==> src/rtl/pcm_fifo_feeder.sv <==
// pcm_fifo_feeder: fills the PCM audio FIFO from video memory.
// Fetches 32-bit words over a req/ack handshake in bursts whenever the FIFO
// reports almost-empty, unpacks them little-endian into bytes and shares the
// single FIFO write port with host AUDIO_DATA writes (host always wins).
// Optional build macro: PCM_FEEDER_UNDERRUN_EN enables the sticky underrun flag;
// without it underrun is tied low and underrun_clr is ignored.
module pcm_fifo_feeder #(
  parameter int WADDR_WIDTH = 15,
  parameter int BURST_WORDS = 4
) (
  input  logic                   clk,
  input  logic                   rst,
  input  logic                   start,
  input  logic                   stop,
  input  logic [WADDR_WIDTH-1:0] cfg_start_addr,
  input  logic [15:0]            cfg_length,
  input  logic                   cfg_loop,
  input  logic [7:0]             host_wrdata,
  input  logic                   host_write,
  output logic [7:0]             fifo_wrdata,
  output logic                   fifo_write,
  input  logic                   fifo_full,
  input  logic                   fifo_almost_empty,
  input  logic                   fifo_empty,
  output logic                   mem_req,
  output logic [WADDR_WIDTH-1:0] mem_addr,
  input  logic                   mem_ack,
  input  logic [31:0]            mem_rddata,
  output logic                   busy,
  output logic                   done,
  output logic                   underrun,
  input  logic                   underrun_clr
);

  localparam logic [2:0] S_IDLE     = 3'd0;
  localparam logic [2:0] S_WAIT_LOW = 3'd1;
  localparam logic [2:0] S_REQ      = 3'd2;
  localparam logic [2:0] S_UNPACK   = 3'd3;
  localparam logic [2:0] S_DONE     = 3'd4;

  localparam logic [4:0] BURST_INIT = 5'(BURST_WORDS);

  logic [2:0]             state_q, state_d;
  logic                   busy_q, busy_d;
  logic                   done_q, done_d;
  logic                   mem_req_q, mem_req_d;
  logic [WADDR_WIDTH-1:0] mem_addr_q, mem_addr_d;
  logic                   fifo_write_q, fifo_write_d;
  logic [7:0]             fifo_wrdata_q, fifo_wrdata_d;
  logic [15:0]            byte_cnt_q, byte_cnt_d;
  logic [4:0]             burst_q, burst_d;
  logic [31:0]            word_q, word_d;
  logic [1:0]             byte_idx_q, byte_idx_d;
  logic [WADDR_WIDTH-1:0] start_addr_q, start_addr_d;
  logic [15:0]            length_q, length_d;
  logic                   loop_q, loop_d;
  logic                   stop_pend_q, stop_pend_d;

  logic                   grant;
  logic [7:0]             cur_byte;
  logic [15:0]            cnt_dec;
  logic [4:0]             burst_dec;

  // Current byte of the fetched word, little-endian order.
  always_comb begin
    cur_byte = word_q[7:0];
    case (byte_idx_q)
      2'd0: cur_byte = word_q[7:0];
      2'd1: cur_byte = word_q[15:8];
      2'd2: cur_byte = word_q[23:16];
      2'd3: cur_byte = word_q[31:24];
      default: cur_byte = word_q[7:0];
    endcase
  end

  // Write-port arbitration and the fill state machine.
  always_comb begin
    state_d       = state_q;
    busy_d        = busy_q;
    done_d        = 1'b0;
    mem_req_d     = mem_req_q;
    mem_addr_d    = mem_addr_q;
    fifo_write_d  = 1'b0;
    fifo_wrdata_d = fifo_wrdata_q;
    byte_cnt_d    = byte_cnt_q;
    burst_d       = burst_q;
    word_d        = word_q;
    byte_idx_d    = byte_idx_q;
    start_addr_d  = start_addr_q;
    length_d      = length_q;
    loop_d        = loop_q;
    stop_pend_d   = stop_pend_q;
    cnt_dec       = byte_cnt_q - 16'd1;
    burst_dec     = burst_q - 5'd1;

    // The host byte is forwarded even into a full FIFO; the FIFO drops it.
    grant = !fifo_full && !host_write;
    if (host_write) begin
      fifo_write_d  = 1'b1;
      fifo_wrdata_d = host_wrdata;
    end

    case (state_q)
      S_IDLE: begin
        if (start && !stop) begin
          if (cfg_length == 16'd0) begin
            done_d = 1'b1;
          end else begin
            start_addr_d = cfg_start_addr;
            length_d     = cfg_length;
            loop_d       = cfg_loop;
            mem_addr_d   = cfg_start_addr;
            byte_cnt_d   = cfg_length;
            busy_d       = 1'b1;
            state_d      = S_WAIT_LOW;
          end
        end
      end

      S_WAIT_LOW: begin
        if (stop) begin
          busy_d  = 1'b0;
          state_d = S_IDLE;
        end else if (fifo_almost_empty) begin
          burst_d   = BURST_INIT;
          mem_req_d = 1'b1;
          state_d   = S_REQ;
        end
      end

      S_REQ: begin
        // A stop here must not abandon the handshake: remember it and
        // finish once the memory has acked, discarding the data.
        if (stop) stop_pend_d = 1'b1;
        if (mem_ack) begin
          mem_req_d = 1'b0;
          if (stop || stop_pend_q) begin
            stop_pend_d = 1'b0;
            busy_d      = 1'b0;
            state_d     = S_IDLE;
          end else begin
            word_d     = mem_rddata;
            byte_idx_d = 2'd0;
            state_d    = S_UNPACK;
          end
        end
      end

      S_UNPACK: begin
        if (stop) begin
          busy_d  = 1'b0;
          state_d = S_IDLE;
        end else if (grant) begin
          fifo_write_d  = 1'b1;
          fifo_wrdata_d = cur_byte;
          byte_cnt_d    = cnt_dec;
          byte_idx_d    = byte_idx_q + 2'd1;
          if (byte_idx_q == 2'd3) begin
            mem_addr_d = mem_addr_q + 1'b1;
            burst_d    = burst_dec;
          end
          // Running out mid-word drops the rest of the word.
          if (cnt_dec == 16'd0) begin
            state_d = S_DONE;
          end else if (byte_idx_q == 2'd3) begin
            if (burst_dec != 5'd0) begin
              mem_req_d = 1'b1;
              state_d   = S_REQ;
            end else begin
              state_d = S_WAIT_LOW;
            end
          end
        end
      end

      S_DONE: begin
        if (stop) begin
          busy_d  = 1'b0;
          state_d = S_IDLE;
        end else if (loop_q) begin
          mem_addr_d = start_addr_q;
          byte_cnt_d = length_q;
          state_d    = S_WAIT_LOW;
        end else begin
          done_d  = 1'b1;
          busy_d  = 1'b0;
          state_d = S_IDLE;
        end
      end

      default: begin
        busy_d    = 1'b0;
        mem_req_d = 1'b0;
        state_d   = S_IDLE;
      end
    endcase
  end

  // State and registered outputs.
  always_ff @(posedge clk) begin
    if (rst) begin
      state_q       <= S_IDLE;
      busy_q        <= 1'b0;
      done_q        <= 1'b0;
      mem_req_q     <= 1'b0;
      mem_addr_q    <= '0;
      fifo_write_q  <= 1'b0;
      fifo_wrdata_q <= 8'd0;
      byte_cnt_q    <= 16'd0;
      burst_q       <= 5'd0;
      word_q        <= 32'd0;
      byte_idx_q    <= 2'd0;
      start_addr_q  <= '0;
      length_q      <= 16'd0;
      loop_q        <= 1'b0;
      stop_pend_q   <= 1'b0;
    end else begin
      state_q       <= state_d;
      busy_q        <= busy_d;
      done_q        <= done_d;
      mem_req_q     <= mem_req_d;
      mem_addr_q    <= mem_addr_d;
      fifo_write_q  <= fifo_write_d;
      fifo_wrdata_q <= fifo_wrdata_d;
      byte_cnt_q    <= byte_cnt_d;
      burst_q       <= burst_d;
      word_q        <= word_d;
      byte_idx_q    <= byte_idx_d;
      start_addr_q  <= start_addr_d;
      length_q      <= length_d;
      loop_q        <= loop_d;
      stop_pend_q   <= stop_pend_d;
    end
  end

`ifdef PCM_FEEDER_UNDERRUN_EN
  logic underrun_q, underrun_d;
  logic underrun_set;

  // Sticky underrun: FIFO ran dry while we were supposed to be feeding it.
  always_comb begin
    underrun_set = busy_q && fifo_empty &&
                   ((state_q == S_WAIT_LOW) || (state_q == S_REQ) || (state_q == S_UNPACK));
    underrun_d = underrun_q;
    if (underrun_clr || start) underrun_d = 1'b0;
    if (underrun_set) underrun_d = 1'b1;
  end

  // Underrun flag register.
  always_ff @(posedge clk) begin
    if (rst) underrun_q <= 1'b0;
    else     underrun_q <= underrun_d;
  end

  assign underrun = underrun_q;
`else
  logic unused_underrun_inputs;
  assign unused_underrun_inputs = underrun_clr ^ fifo_empty;
  assign underrun = 1'b0;
`endif

  assign busy        = busy_q;
  assign done        = done_q;
  assign mem_req     = mem_req_q;
  assign mem_addr    = mem_addr_q;
  assign fifo_write  = fifo_write_q;
  assign fifo_wrdata = fifo_wrdata_q;

endmodule

==> config.mk <==
export PLATFORM = sky130hd
export DESIGN_NAME = pcm_fifo_feeder
export DESIGN_NICKNAME = d
export VERILOG_FILES = /design/src/rtl/pcm_fifo_feeder.sv
export SDC_FILE = /design/constraint.sdc
export NUM_CORES = 1
export LEC_CHECK = 0
export CORE_MARGIN = 1.5
export CORE_UTILIZATION = 57
export CTS_CLUSTER_DIAMETER = 50
export DETAILED_ROUTE_END_ITERATION = 12
export PLACE_DENSITY = 0.89
export SYNTH_ARGS = -nofsm -noshare
export SYNTH_HDL_FRONTEND = slang
export SYNTH_SLANG_ARGS = --single-unit
==> constraint.sdc <==
create_clock -name clk -period 4.8 [get_ports clk]
set_clock_uncertainty 0.05 [all_clocks]
set_input_delay 0.96 -clock clk [delete_from_list [all_inputs] [get_ports clk]]
set_output_delay 0.96 -clock clk [all_outputs]
set_load 0.1 [all_outputs]
==> run summary <==
Clock latency on the worst-skew pair, taken at its later pin, is 0.53 ns. The CTS clock-pin slew for the worst setup and hold paths is 0.06 ns. Setup violations remaining at the end of the flow were counted as 0. In the layout the commonest cells are sky130_fd_sc_hd__nor2_1, sky130_fd_sc_hd__dfxtp_1, sky130_fd_sc_hd__clkdlybuf4s50_1. Walking the worst path, the cells encountered are clkdlybuf4s50_1 -> or4_1 -> o41ai_1 -> a22o_1 -> buf_4 -> nor2_1 -> buf_4 -> a21oi_1 -> a221oi_1 -> nor3_1. STA classifies the critical path endpoint as a register. The count of input and output buffers is 106. The largest buffer count on any clock path came out at 2. The transition time of the tightest slew-check pin came out at 0.992 ns. For the worst setup path, the data arrival time is 3.80 ns. The type of the worst min-delay path is reg -> reg. The reg-to-reg critical path startpoint is state_q[2]. The worst path needs 3.40 ns of the cycle, external delays included. Of the post-synthesis cell area, the part taken by muxes is 0.0915. Among cell families on the critical path, the largest total delay comes from buffers and inverters. After floorplanning, the core was sized to cover 10200 sq um.

The total track usage is 0.296. For this run, the slowest stage of the critical path takes 0.61 ns. The final route contains 5884 vias. The share of synthesized area occupied by flip-flops and latches came out at 0.398. The most common library cell in the layout ignoring fill and taps is sky130_fd_sc_hd__nor2_1. The most used flip-flop cell after synthesis is sky130_fd_sc_hd__dfxtp_1.

After technology mapping, the gate count stands at 741. The total die area came out at 11000 sq um. The initial antenna violation count came out at 0. The setup slack of the most critical reg-to-reg path came out at 1.78 ns.

The repair_antennas step left the layout with diodes totalling 0. The number of flops mapped to enable cells by yosys came out at 0. Summed over all cells, the static leakage comes to 2.93 nW. Dividing the synthesized area by the synthesized cell count gives 8.01 sq um. For the worst flop-to-flop path, the logic depth is 7.

The number of buffers and inverters on the critical path is 3. The height of the chip is 105 um. The maximum net fanout on the critical path is 32.

Clock tree synthesis inserted a total of 17 buffers. The share of synthesized cell area in full adder, half adder and majority cells is 0.0190. The row count is 37. The worst setup margin came out at 1.40 ns.

The fraction of final layout cells sized beyond drive strength 1 came out at 0.0671. The initial standard-cell utilization of the core came out at 0.580. In the final design database the tool counted 912 nets. Synthesis inferred 118 register bits. The critical path startpoint category is a primary input.

Of the total synthesized cell area, the portion taken by AND, OR, NAND and NOR gates is 0.220. The number of gates resized after CTS is 0. The detail-routed via count per cell is 6.07. Along the worst hold path, the cell count comes to 2. The final cell utilization of the core came out at 0.743. In the finished design, the share of the clock period the worst path needs comes to 0.709. The number of max-slew violations in the final report came out at 0. The final weighted congestion in routability-driven placement came out at 0.929. Entering global routing, the biggest net connects 64 pins.

After legalization and detailed placement, the total HPWL measured 10.6 mm. The number of library cell types mapped by synthesis is 60. The first global-routing pass estimated 26.4 mm of wire. The synthesis warning total came out at 0. The number of clock sinks is 118. The number of remaining DRC errors is 0. Adding up every negative setup slack in the final design gives 0 ns.

The count of nets left with antenna violations once routing finished came out at 0. The post-CTS setup buffer count is 0. From synthesis to final layout, the design area changed by 28.2%. The depth of the CTS H-tree came out at 4.

The power density over cell area came out at 570 nW/um^2. The initial DRC count came out at 542. The path with the worst hold slack has its endpoint at word_q[2].

The average routed wire per standard cell came out at 16.5 um. The worst register-to-register path ends at byte_cnt_q[12]. The global-route congestion overflow total came out at 0. For this run, the top clock speed supported by timing is 294 MHz. The horizontal extent of the die is 105 um. By area, the combinational part of the netlist is dominated by simple AND/OR/NAND/NOR gates.

The share of the synthesized area in compound gates (AO/OA/AOI/OAI) is 0.209. Headroom to the max-slew limit came out at 0.333. The cell sitting at the root of the clock tree is a sky130_fd_sc_hd__clkbuf_8.

The pre-antenna-repair detailed-routing pass consisted of 5 iterations. The combined area of all synthesized cells is 5930 sq um. The number of top-level pins is 110. The number of hold buffers added after CTS was 0.

The number of hold violations in the final report came out at 0. The parity-gate share of the synthesized area counting xor and xnor cells is 0.0148. The share of synthesized flip-flops with an asynchronous set or reset came out at 0.

STA puts the critical path data required time at 5.20 ns. In this design, the critical path's most frequently occurring cell is sky130_fd_sc_hd__buf_4. The detailed-route wire length came out at 16.0 mm. The max capacitance violation total is 0.

TritonCTS built the clock tree. The start point of the worst hold path is word_q[2]. The run finished with clean final reports. The peak ir drop on the vdd network is 320 uV.

The number of nets produced by synthesis came out at 832. Setup repair after global routing left no endpoint under its margin. The classification of the worst setup path is in -> reg. The slowest stage of the critical path is the sky130_fd_sc_hd__or4_1 cell. At the placement stage, the worst setup path has a slack of 0.941 ns.

The number of global-route vias before repair is 5621.
==> through the flow <==
step	cells	hold WS, ns	power, mW	instance area (sq um)
6_report	970	0.404	4.33	7600
5_1_grt	970	0.416	4.54	7600
4_1_cts	970	0.406	4.33	7600
3_5_place_dp	938	0.398	3.10	7030
3_3_place_gp	938	0.393	3.04	7030
2_1_floorplan	741	0.386	2.69	5930
==> worst max-delay path by stage <==
stage                         startpoint           to  slack (ns)  cells after the start
final                      cfg_length[8]  mem_addr[5]        1.40                     10
after global routing       cfg_length[8]  mem_addr[5]        1.25                     10
after CTS                 cfg_length[12]  mem_addr[5]        1.46                     10
after detailed placement   cfg_length[8]  mem_addr[5]        0.94                     10
after global placement     cfg_length[8]  mem_addr[5]        1.00                     10
after floorplan               host_write  mem_addr[9]        1.83                      9
==> cells by family (layout without fill, tap and decap cells) <==
group                    after synthesis  in the layout
adder cells (fa/ha/maj)                9              9
other                                  1              1
AO/OA/AOI/OAI                        185            185
flip-flops                           118            118
AND/OR/NAND/NOR                      291            291
XOR/XNOR                              10             10
buffers and inverters                 73            166
multiplexers                          54             54
==> power by group <==
part | internal [mW] | switching [mW]
sequential | 1.17 | 0.206
combinational | 0.627 | 1.11
clock | 0.739 | 0.474
total | 2.54 | 1.79
==> Yosys cell counts, types with 6 or more instances <==
| library cell | number | area (sq um) |
|---|---|---|
| sky130_fd_sc_hd__dfxtp_1 | 118 | 2360 |
| sky130_fd_sc_hd__nand2_1 | 89 | 334 |
| sky130_fd_sc_hd__nor3_1 | 16 | 80.1 |
| sky130_fd_sc_hd__a222oi_1 | 11 | 110 |
| sky130_fd_sc_hd__a211oi_1 | 19 | 143 |
| sky130_fd_sc_hd__a22oi_1 | 11 | 82.6 |
| sky130_fd_sc_hd__nor2_1 | 123 | 462 |
| sky130_fd_sc_hd__a221oi_1 | 11 | 96.3 |
| sky130_fd_sc_hd__ha_1 | 9 | 113 |
| sky130_fd_sc_hd__xnor2_1 | 8 | 70.1 |
| sky130_fd_sc_hd__nand3_1 | 10 | 50.1 |
| sky130_fd_sc_hd__o21ai_0 | 18 | 90.1 |
| sky130_fd_sc_hd__clkbuf_1 | 46 | 173 |
| sky130_fd_sc_hd__mux2i_1 | 52 | 521 |
| sky130_fd_sc_hd__a21oi_1 | 71 | 355 |
| sky130_fd_sc_hd__nor4_1 | 10 | 62.6 |
| sky130_fd_sc_hd__inv_1 | 19 | 71.3 |
| sky130_fd_sc_hd__nand4_1 | 6 | 37.5 |
==> registers in the layout, summed over array words and instances (netlist names) <==
name          cells
word_q           32
byte_cnt_q       16
length_q         16
mem_addr         15
start_addr_q     15
fifo_wrdata       8
burst_q           5
state_q           3
byte_idx_q        2
busy              1
done              1
fifo_write        1
loop_q            1
mem_req           1
stop_pend_q       1
==> final cells by class <==
cell class | instances | area, sq um
Fill cell | 759 | 2630
Sequential cell | 118 | 2360
Clock buffer | 17 | 414
Multi-Input combinational cell | 550 | 3300
Tap cell | 136 | 170
Timing Repair Buffer | 115 | 1130
Inverter | 19 | 71.3
Clock inverter | 15 | 158
==> routing by layer <==
layer | vias up | share of wire | track usage
li1 | 2818 | - | -
met1 | 2737 | 0.41 | 0.358
met2 | 293 | 0.48 | 0.490
met3 | 36 | 0.080 | 0.0742
met4 | 0 | 0.027 | 0.145
met5 | - | 0 | 0
==> worst min-delay path, cell delays in order (launching register included) <==
cell and delay, ns:
sky130_fd_sc_hd__dfxtp_1 0.31, sky130_fd_sc_hd__nand2_1 0.05, sky130_fd_sc_hd__a21oi_1 0.05
No activity file was read; power rests on OpenSTA's default activity.
